### config.mk
export PLATFORM = sky130hd
export DESIGN_NAME = dct_quant_zigzag_flat
export DESIGN_NICKNAME = d
export VERILOG_FILES = /design/src/rtl/dct_quant_zigzag_if.sv /design/src/rtl/dct_quant_zigzag.sv /design/src/flat_wrapper.sv
export SDC_FILE = /design/constraint.sdc
export NUM_CORES = 1
export LEC_CHECK = 0
export CAP_MARGIN = 20
export CORE_ASPECT_RATIO = 1.5
export CORE_MARGIN = 3
export CORE_UTILIZATION = 55
export DETAILED_ROUTE_END_ITERATION = 7
export HOLD_SLACK_MARGIN = 0.02
export PLACE_DENSITY = 0.73
export SETUP_SLACK_MARGIN = 0.05
export SYNTH_ARGS = -nofsm -noshare
export SYNTH_HDL_FRONTEND = slang
export SYNTH_SLANG_ARGS = --single-unit
### constraint.sdc
create_clock -name clk -period 6.55 [get_ports clk]
set_input_delay 0.655 -clock clk [delete_from_list [all_inputs] [get_ports clk]]
set_output_delay 0.655 -clock clk [all_outputs]
set_load 0.03 [all_outputs]
### src/rtl/dct_quant_zigzag_if.sv
`default_nettype none
// ============================================================================
//  Module      : dct_quant_zigzag_if
//  Description : Coefficient write port plus quantized zigzag output stream
//                of the DCT quantizer stage, with master/slave views.
//  Revision    : 1.0 - initial release
// ============================================================================
interface dct_quant_zigzag_if #(
    parameter int DW = 8
);
    logic          wea;
    logic [6:0]    ram_dct_add;
    logic [DW-1:0] data_in;
    logic          in_ready;
    logic [DW-1:0] out_data;
    logic          out_valid;
    logic          out_ready;
    logic          out_last;
    logic          ovf;

    // Producer/consumer side: drives writes and accepts the stream
    modport master (
        output wea, ram_dct_add, data_in, out_ready,
        input  in_ready, out_data, out_valid, out_last, ovf
    );

    // Quantizer side
    modport slave (
        input  wea, ram_dct_add, data_in, out_ready,
        output in_ready, out_data, out_valid, out_last, ovf
    );
endinterface
`default_nettype wire

### src/rtl/dct_quant_zigzag.sv
`default_nettype none
// ============================================================================
//  Module      : dct_quant_zigzag
//  Description : Ping-pong 8x8 coefficient buffer, reciprocal-multiply JPEG
//                luminance quantizer and zigzag-order streaming output.
//  Revision    : 1.0 - initial release
// ============================================================================
module dct_quant_zigzag #(
    parameter int DW  = 8,
    parameter int RW  = 16,
    parameter int RND = 1
) (
    input  logic             clk,
    input  logic             reset,
    dct_quant_zigzag_if.slave bus
);
    localparam logic [0:0] c_IDLE   = 1'b0;
    localparam logic [0:0] c_STREAM = 1'b1;
    localparam int         c_PW     = DW + 1 + RW;

    // Zigzag scan order, entry 0 in the most significant slot
    localparam logic [64*6-1:0] c_ZZ = {
        6'd0,  6'd1,  6'd8,  6'd16, 6'd9,  6'd2,  6'd3,  6'd10,
        6'd17, 6'd24, 6'd32, 6'd25, 6'd18, 6'd11, 6'd4,  6'd5,
        6'd12, 6'd19, 6'd26, 6'd33, 6'd40, 6'd48, 6'd41, 6'd34,
        6'd27, 6'd20, 6'd13, 6'd6,  6'd7,  6'd14, 6'd21, 6'd28,
        6'd35, 6'd42, 6'd49, 6'd56, 6'd57, 6'd50, 6'd43, 6'd36,
        6'd29, 6'd22, 6'd15, 6'd23, 6'd30, 6'd37, 6'd44, 6'd51,
        6'd58, 6'd59, 6'd52, 6'd45, 6'd38, 6'd31, 6'd39, 6'd46,
        6'd53, 6'd60, 6'd61, 6'd54, 6'd47, 6'd55, 6'd62, 6'd63};

    // JPEG luminance quantizer in raster order, entry 0 most significant
    localparam logic [64*7-1:0] c_QTAB = {
        7'd16, 7'd11, 7'd10, 7'd16, 7'd24,  7'd40,  7'd51,  7'd61,
        7'd12, 7'd12, 7'd14, 7'd19, 7'd26,  7'd58,  7'd60,  7'd55,
        7'd14, 7'd13, 7'd16, 7'd24, 7'd40,  7'd57,  7'd69,  7'd56,
        7'd14, 7'd17, 7'd22, 7'd29, 7'd51,  7'd87,  7'd80,  7'd62,
        7'd18, 7'd22, 7'd37, 7'd56, 7'd68,  7'd109, 7'd103, 7'd77,
        7'd24, 7'd35, 7'd55, 7'd64, 7'd81,  7'd104, 7'd113, 7'd92,
        7'd49, 7'd64, 7'd78, 7'd87, 7'd103, 7'd121, 7'd120, 7'd101,
        7'd72, 7'd92, 7'd95, 7'd98, 7'd112, 7'd100, 7'd103, 7'd99};

    localparam logic [c_PW-1:0] c_ROUND = (RND != 0) ? (c_PW'(1) << (RW - 1)) : '0;

    logic [DW-1:0] r_mem [2][64];
    logic [1:0]    r_full;
    logic          r_wptr;
    logic          r_rptr;
    logic          r_ovf;
    logic [0:0]    r_state;
    logic [5:0]    r_cnt;

    logic          r_s1_valid, r_s1_last;
    logic [DW-1:0] r_s1_coef;
    logic [RW-1:0] r_s1_recip;
    logic          r_s2_valid, r_s2_last, r_s2_neg;
    logic [c_PW-1:0] r_s2_m;
    logic          r_out_valid, r_out_last;
    logic [DW-1:0] r_out_data;

    logic [RW-1:0] w_recip_rom [64];
    logic          w_adv, w_wr_ok, w_wr_last, w_issue, w_issue_last;
    logic [5:0]    w_rev, w_zz;
    logic [DW:0]   w_mag, w_qmag;
    logic [c_PW-1:0] w_prod;
    logic [DW-1:0] w_q;
    logic          w_unused;

    // Reciprocals are elaboration-time constants, so this folds into a ROM
    for (genvar k = 0; k < 64; k++) begin : g_recip
        assign w_recip_rom[k] = RW'((64'd1 << RW) / 64'(c_QTAB[(63 - k) * 7 +: 7]));
    end

    assign w_unused     = bus.ram_dct_add[6];
    assign w_adv        = !r_out_valid || bus.out_ready;
    assign w_wr_ok      = bus.wea && !r_full[r_wptr];
    assign w_wr_last    = w_wr_ok && (bus.ram_dct_add[5:0] == 6'd63);
    // IDLE with a full bank issues index 0 at once so the first result is 3 edges out
    assign w_issue      = w_adv && ((r_state == c_STREAM) || r_full[r_rptr]);
    assign w_issue_last = w_issue && (r_cnt == 6'd63);
    assign w_rev        = 6'd63 - r_cnt;
    assign w_zz         = c_ZZ[w_rev * 6 +: 6];

    assign w_mag  = r_s1_coef[DW-1] ? (~{1'b1, r_s1_coef} + 1'b1) : {1'b0, r_s1_coef};
    assign w_prod = c_PW'(w_mag) * c_PW'(r_s1_recip) + c_ROUND;
    assign w_qmag = r_s2_m[c_PW-1:RW];
    // Negating a zero magnitude yields zero, so no negative zero can appear
    assign w_q    = r_s2_neg ? DW'(~w_qmag + 1'b1) : DW'(w_qmag);

    assign bus.in_ready  = !r_full[r_wptr];
    assign bus.out_valid = r_out_valid;
    assign bus.out_data  = r_out_data;
    assign bus.out_last  = r_out_last;
    assign bus.ovf       = r_ovf;

    // Coefficient storage for the current write bank
    always_ff @(posedge clk) begin
        if (w_wr_ok) begin
            r_mem[r_wptr][bus.ram_dct_add[5:0]] <= bus.data_in;
        end
    end

    // Bank bookkeeping, overflow flag and read sequencer
    always_ff @(posedge clk) begin
        if (!reset) begin
            r_full  <= 2'b00;
            r_wptr  <= 1'b0;
            r_rptr  <= 1'b0;
            r_ovf   <= 1'b0;
            r_state <= c_IDLE;
            r_cnt   <= 6'd0;
        end else begin
            if (w_wr_last) begin
                r_full[r_wptr] <= 1'b1;
                r_wptr         <= ~r_wptr;
            end
            // Placed after the set so a clear of the same bank takes priority
            if (w_issue_last) begin
                r_full[r_rptr] <= 1'b0;
                r_rptr         <= ~r_rptr;
            end
            if (bus.wea && r_full[r_wptr]) begin
                r_ovf <= 1'b1;
            end
            if (w_issue) begin
                if (r_cnt == 6'd63) begin
                    r_state <= c_IDLE;
                    r_cnt   <= 6'd0;
                end else begin
                    r_state <= c_STREAM;
                    r_cnt   <= r_cnt + 6'd1;
                end
            end
        end
    end

    // Datapath registers of stages 1 and 2, frozen while the output stalls
    always_ff @(posedge clk) begin
        if (w_adv) begin
            r_s1_coef  <= r_mem[r_rptr][w_zz];
            r_s1_recip <= w_recip_rom[w_zz];
            r_s2_neg   <= r_s1_coef[DW-1];
            r_s2_m     <= w_prod;
        end
    end

    // Pipeline valid/last tracking and the registered output stage
    always_ff @(posedge clk) begin
        if (!reset) begin
            r_s1_valid  <= 1'b0;
            r_s1_last   <= 1'b0;
            r_s2_valid  <= 1'b0;
            r_s2_last   <= 1'b0;
            r_out_valid <= 1'b0;
            r_out_last  <= 1'b0;
            r_out_data  <= '0;
        end else if (w_adv) begin
            r_s1_valid  <= w_issue;
            r_s1_last   <= w_issue_last;
            r_s2_valid  <= r_s1_valid;
            r_s2_last   <= r_s1_last;
            r_out_valid <= r_s2_valid;
            r_out_last  <= r_s2_valid && r_s2_last;
            if (r_s2_valid) begin
                r_out_data <= w_q;
            end
        end
    end
endmodule
`default_nettype wire

### src/flat_wrapper.sv
// flat-port wrapper written by rule: the top's interface ports become plain ports
module dct_quant_zigzag_flat 
#(
    parameter int DW  = 8,
    parameter int RW  = 16,
    parameter int RND = 1
)
  (clk, reset, bus_wea, bus_ram_dct_add, bus_data_in, bus_out_ready, bus_in_ready, bus_out_data, bus_out_valid, bus_out_last, bus_ovf);
  dct_quant_zigzag_if #(.DW(DW)) bus_i ();
  input  logic clk;
  input  logic reset;
  input wire logic [$bits(bus_i.wea)-1:0] bus_wea;
  input wire logic [$bits(bus_i.ram_dct_add)-1:0] bus_ram_dct_add;
  input wire logic [$bits(bus_i.data_in)-1:0] bus_data_in;
  input wire logic [$bits(bus_i.out_ready)-1:0] bus_out_ready;
  output wire logic [$bits(bus_i.in_ready)-1:0] bus_in_ready;
  output wire logic [$bits(bus_i.out_data)-1:0] bus_out_data;
  output wire logic [$bits(bus_i.out_valid)-1:0] bus_out_valid;
  output wire logic [$bits(bus_i.out_last)-1:0] bus_out_last;
  output wire logic [$bits(bus_i.ovf)-1:0] bus_ovf;
  assign bus_i.wea = bus_wea;
  assign bus_i.ram_dct_add = bus_ram_dct_add;
  assign bus_i.data_in = bus_data_in;
  assign bus_i.out_ready = bus_out_ready;
  assign bus_in_ready = bus_i.in_ready;
  assign bus_out_data = bus_i.out_data;
  assign bus_out_valid = bus_i.out_valid;
  assign bus_out_last = bus_i.out_last;
  assign bus_ovf = bus_i.ovf;
  dct_quant_zigzag #(.DW(DW), .RW(RW), .RND(RND)) u_core (.clk(clk), .reset(reset), .bus(bus_i));
endmodule
==> summary.md <==
| Metric | Value |
|---|---|
| Port Buffers | 29 |
| Post-Synthesis Cell Area | roughly 48000 µm² |
| Final Core Density | 0.612 |
| Switching pwr | roughly 0.0028 W |
| Actual slew at the worst max-slew pin | about 1.1 ns |
| Power per cell area | 261 nW/µm² |
| CP Max Fanout | 13 |
| Clock latency on the worst-skew pair | between 0.7 and 0.8 ns |
| Setup Viol. Count Final | 0 |
| Initial core utilization | 0.558 |
| Seq pwr share | 0.560 |
| Die width | 246 µm |
| Number of synthesized flops with an enable pin | ~1100 |
| Crit-path slowest cell | fa_1 |
| Clock transition at path regs | about 0.07 ns |
| Internal | 0.0109 W |
| Fillers | roughly 6000 |
| VDD IR max | approximately 200 µV |
| Fin Clk Skew | around 0.033 ns |
| Max Slew Vio Count | 0 |
| CTS Hold Bufs | 0 |
| Worst Hold Class | in -> reg |
| Commonest non-fill, non-tap cell in the layout | edfxtp_1 |
| Via density | around 6.4 |
| Yosys reg bits | 1081 |
| Io pins | 31 |
| # diodes | 0 |
| Delay-heaviest family, CP | adder cells |
| Clock Tree Root | clkbuf_16 |
| Die ar. | about 90000 µm² |
| Pin count of the biggest net entering global routing | between 100 and 150 |
| Share of the yosys chip area belonging to registers | 0.676 |
| Cell Rows | ~130 |
| Ys async rst share | 0 |
| Clock buffer count from CTS | between 90 and 100 |
| H-tree depth | 3 |
| Max-capacitance violation count | 0 |
| Fin Setup TNS | 0 ns |
| Detail Route Antenna Nets | 0 |
| Most frequent cells in the layout | 1054 x edfxtp_1, 285 x nand2_1, 237 x mux4_2, 189 x nor2_1, 96 x clkbuf_16 |
| Vias in the first global route | around 27000 |
| Leak | 16.9 nW |
| Switch share | 0.203 |
| Crit path depth | 21 |
| Post-Place Worst Slack | ~0.17 ns |
| DRT Pass-1 Iters | 5 |
| Avg Cell Area, Syn | 16.7 µm² |
| Die height | 366 µm |
| Detail Placement HPWL | between 70000 and 80000 µm |
| Hold path cells | 1 |
| Top FF cell, synth | edfxtp_1 |
| Most frequent cell on the critical path | fa_1 |
| Nets@finish | just over 3000 |
| Synth Warn # | 0 |
| Synth cell types | between 80 and 90 |
| Reg2Reg Depth | 21 |
| Num Clock Sinks | roughly 1100 |
| PnR worst setup slack | between 0.4 and 0.5 ns |
| CP Data Required Time | a little over 7 ns |
| Fin crit period | roughly 6.1 ns |
| Number of buffers and inverters on the critical path | 2 |
| CP Launch Type | register |
| Clock power share | 0.414 |
| Logic pwr share | 0.026 |
| Detailed-route via count | 26388 |
| Maximum clock frequency | 164 MHz |
| Part of the cycle the worst path needs | 0.932 |
| Max-slew headroom | 0.248 |
| CP Capture Type | register |
| Critical path arrival | about 6.7 ns |
| Drt wl/cell | 28.8 µm |
| Core footprint | 85400 µm² |
| WS Path Type | reg -> reg |
| DRC viols | 0 |
| Status | finished, final reports clean |
| Clock Tree Buf Depth | 3 |
| GRT overflow | 0 |
| Area Growth Syn to Fin | 9.71% |
| 1st-iter DRT viols | about 2900 |
| Worst path cell trace | or3_1 -> o31ai_1 -> xor2_1 -> buf_4 -> nand2b_1 -> fa_1 -> fa_1 -> inv_1 -> fa_1 -> fa_1 -> ha_1 -> ha_1 -> o21a_1 -> o21ai_0 -> a221oi_2 -> o211ai_1 -> a2111oi_2 -> o21a_1 -> o21a_1 -> nor2_1 -> xnor2_1 |
| Gate Count Post-Synth | 2846 |
| Fraction of layout cells with a size suffix above 1 | 0.164 |
| Fin. Hold Viols | 0 |
| Routed WL | 118000 µm |
| Number of antenna violations at the first check in global routing | 0 |
| RSZ-0062 raised after global routing | no |
| CTS tree | yes |
| Global placer's final weighted congestion | around 0.9 |
| Power consumption | about 0.014 W |
| CP max stage delay | 0.55 ns |
| GR Util All Layers | 0.265 |
| First-pass GRT wire length | about 180000 µm |
path summary, 6_finish.rpt:
check	endpoint	slack, ns	startpoint
worst max register to register	u_core.r_s2_m[22]	0.44	u_core.r_s1_coef[2]
worst min register to register	u_core.bus.out_last	0.47	u_core.bus.out_last
worst max-delay path	u_core.r_s2_m[22]	0.44	u_core.r_s1_coef[2]
worst min-delay path	u_core.r_mem[1][24]	0.39	bus_data_in[0]
final cells by class:
class                      instances  area [µm²]  area share
timing repair buffer              98         931      0.0178
multi-input combinational       1537       14400       0.275
tap                             1130        1410      0.0270
sequential                      1081       32200       0.616
clock inverter                    59         618      0.0118
inverter                          75         282     0.00539
clock buffer                     116        2480      0.0474
synth_stat cells, types with 6 or more instances:
| cell | n | share of area |
|---|---|---|
| nor3_1 | 32 | 0.0034 |
| clkbuf_1 | 46 | 0.0036 |
| o211a_1 | 8 | 0.0017 |
| or2_2 | 8 | 0.0011 |
| nand2b_1 | 18 | 0.0024 |
| inv_1 | 72 | 0.0057 |
| o31ai_1 | 7 | 0.0011 |
| a221oi_1 | 8 | 0.0015 |
| nor2b_1 | 63 | 0.0083 |
| a311oi_1 | 8 | 0.0015 |
| a22oi_1 | 7 | 0.0011 |
| a2111oi_0 | 7 | 0.0013 |
| nor2_1 | 190 | 0.015 |
| buf_4 | 30 | 0.0047 |
| buf_6 | 10 | 0.0024 |
| o21a_1 | 8 | 0.0013 |
| xnor2_1 | 6 | 0.0011 |
| o211ai_1 | 16 | 0.0025 |
| xor2_1 | 11 | 0.0020 |
| a21o_1 | 6 | 0.00095 |
| dfxtp_1 | 27 | 0.011 |
| a31oi_1 | 28 | 0.0037 |
| o21ai_0 | 35 | 0.0037 |
| nand3_1 | 76 | 0.0080 |
| and2_1 | 21 | 0.0028 |
| or3_1 | 11 | 0.0014 |
| edfxtp_1 | 1054 | 0.66 |
| nand4_1 | 16 | 0.0021 |
| and3_1 | 11 | 0.0014 |
| fa_1 | 78 | 0.033 |
| a21oi_1 | 50 | 0.0053 |
| a21boi_0 | 7 | 0.0011 |
| o22ai_1 | 13 | 0.0017 |
| mux4_2 | 237 | 0.11 |
| a211oi_1 | 21 | 0.0033 |
| ha_1 | 84 | 0.022 |
| nand2_1 | 285 | 0.022 |
| buf_2 | 74 | 0.0078 |
| mux2i_1 | 64 | 0.013 |
logic make-up after synthesis:
| family | count (synthesis) | share of synthesized area |
|---|---|---|
| AOI/OAI and AO/OA | 284 | 0.0424 |
| xor gates and xnor gates | 17 | 0.00312 |
| adders and majority gates | 162 | 0.0548 |
| buffers and inverters | 240 | 0.0254 |
| DFF | 1081 | 0.676 |
| muxes | 305 | 0.126 |
| other | 2 | 0.000158 |
| and+or+nand+nor | 755 | 0.0722 |
timing repair:
action,CTS,global route
endpoints found under the setup margin,0,2
resized for setup,0,4
setup buffers,0,1
per-stage QoR:
step	cell area, µm²	cells	hold slack (ns)
final	52300	4096	0.390
after global placement	49100	3918	0.449
after global routing	52300	4096	0.370
after CTS	52300	4095	0.349
after floorplan	47700	2858	0.442
after detailed placement	49200	3920	0.467
registers in the layout, summed over array words and instances, names as in the netlist, 2 cells and up, named ones only:
| name | count |
|---|---|
| u_core.bus.out_data | 8 |
| u_core.r_cnt | 6 |
| u_core.r_s1_coef | 8 |
| u_core.r_mem | 1024 |
| u_core.r_s1_recip | 13 |
| u_core.r_full | 2 |
| u_core.r_s2_m | 8 |
metal layers:
| metal | GRT usage | wire [µm] | up-vias |
|---|---|---|---|
| li1 | - | - | 11124 |
| met3 | 0.0459 | 8550 | 324 |
| met4 | 0.156 | 8010 | 0 |
| met5 | 0 | 0 | - |
| met1 | 0.321 | 41200 | 13659 |
| met2 | 0.448 | 60200 | 1281 |
power by group through the flow:
stage | logic [W] | registers, W | clock network [W]
final | 0.000356 | 0.00763 | 0.00564
after global routing | 0.000391 | 0.00763 | 0.00595
after CTS | 0.000355 | 0.00763 | 0.00570
after detailed placement | 0.000352 | 0.00778 | 0
after global placement | 0.000336 | 0.00777 | 0
after floorplan | 0.000163 | 0.00777 | 0
No activity file was read; power rests on OpenSTA's default activity.
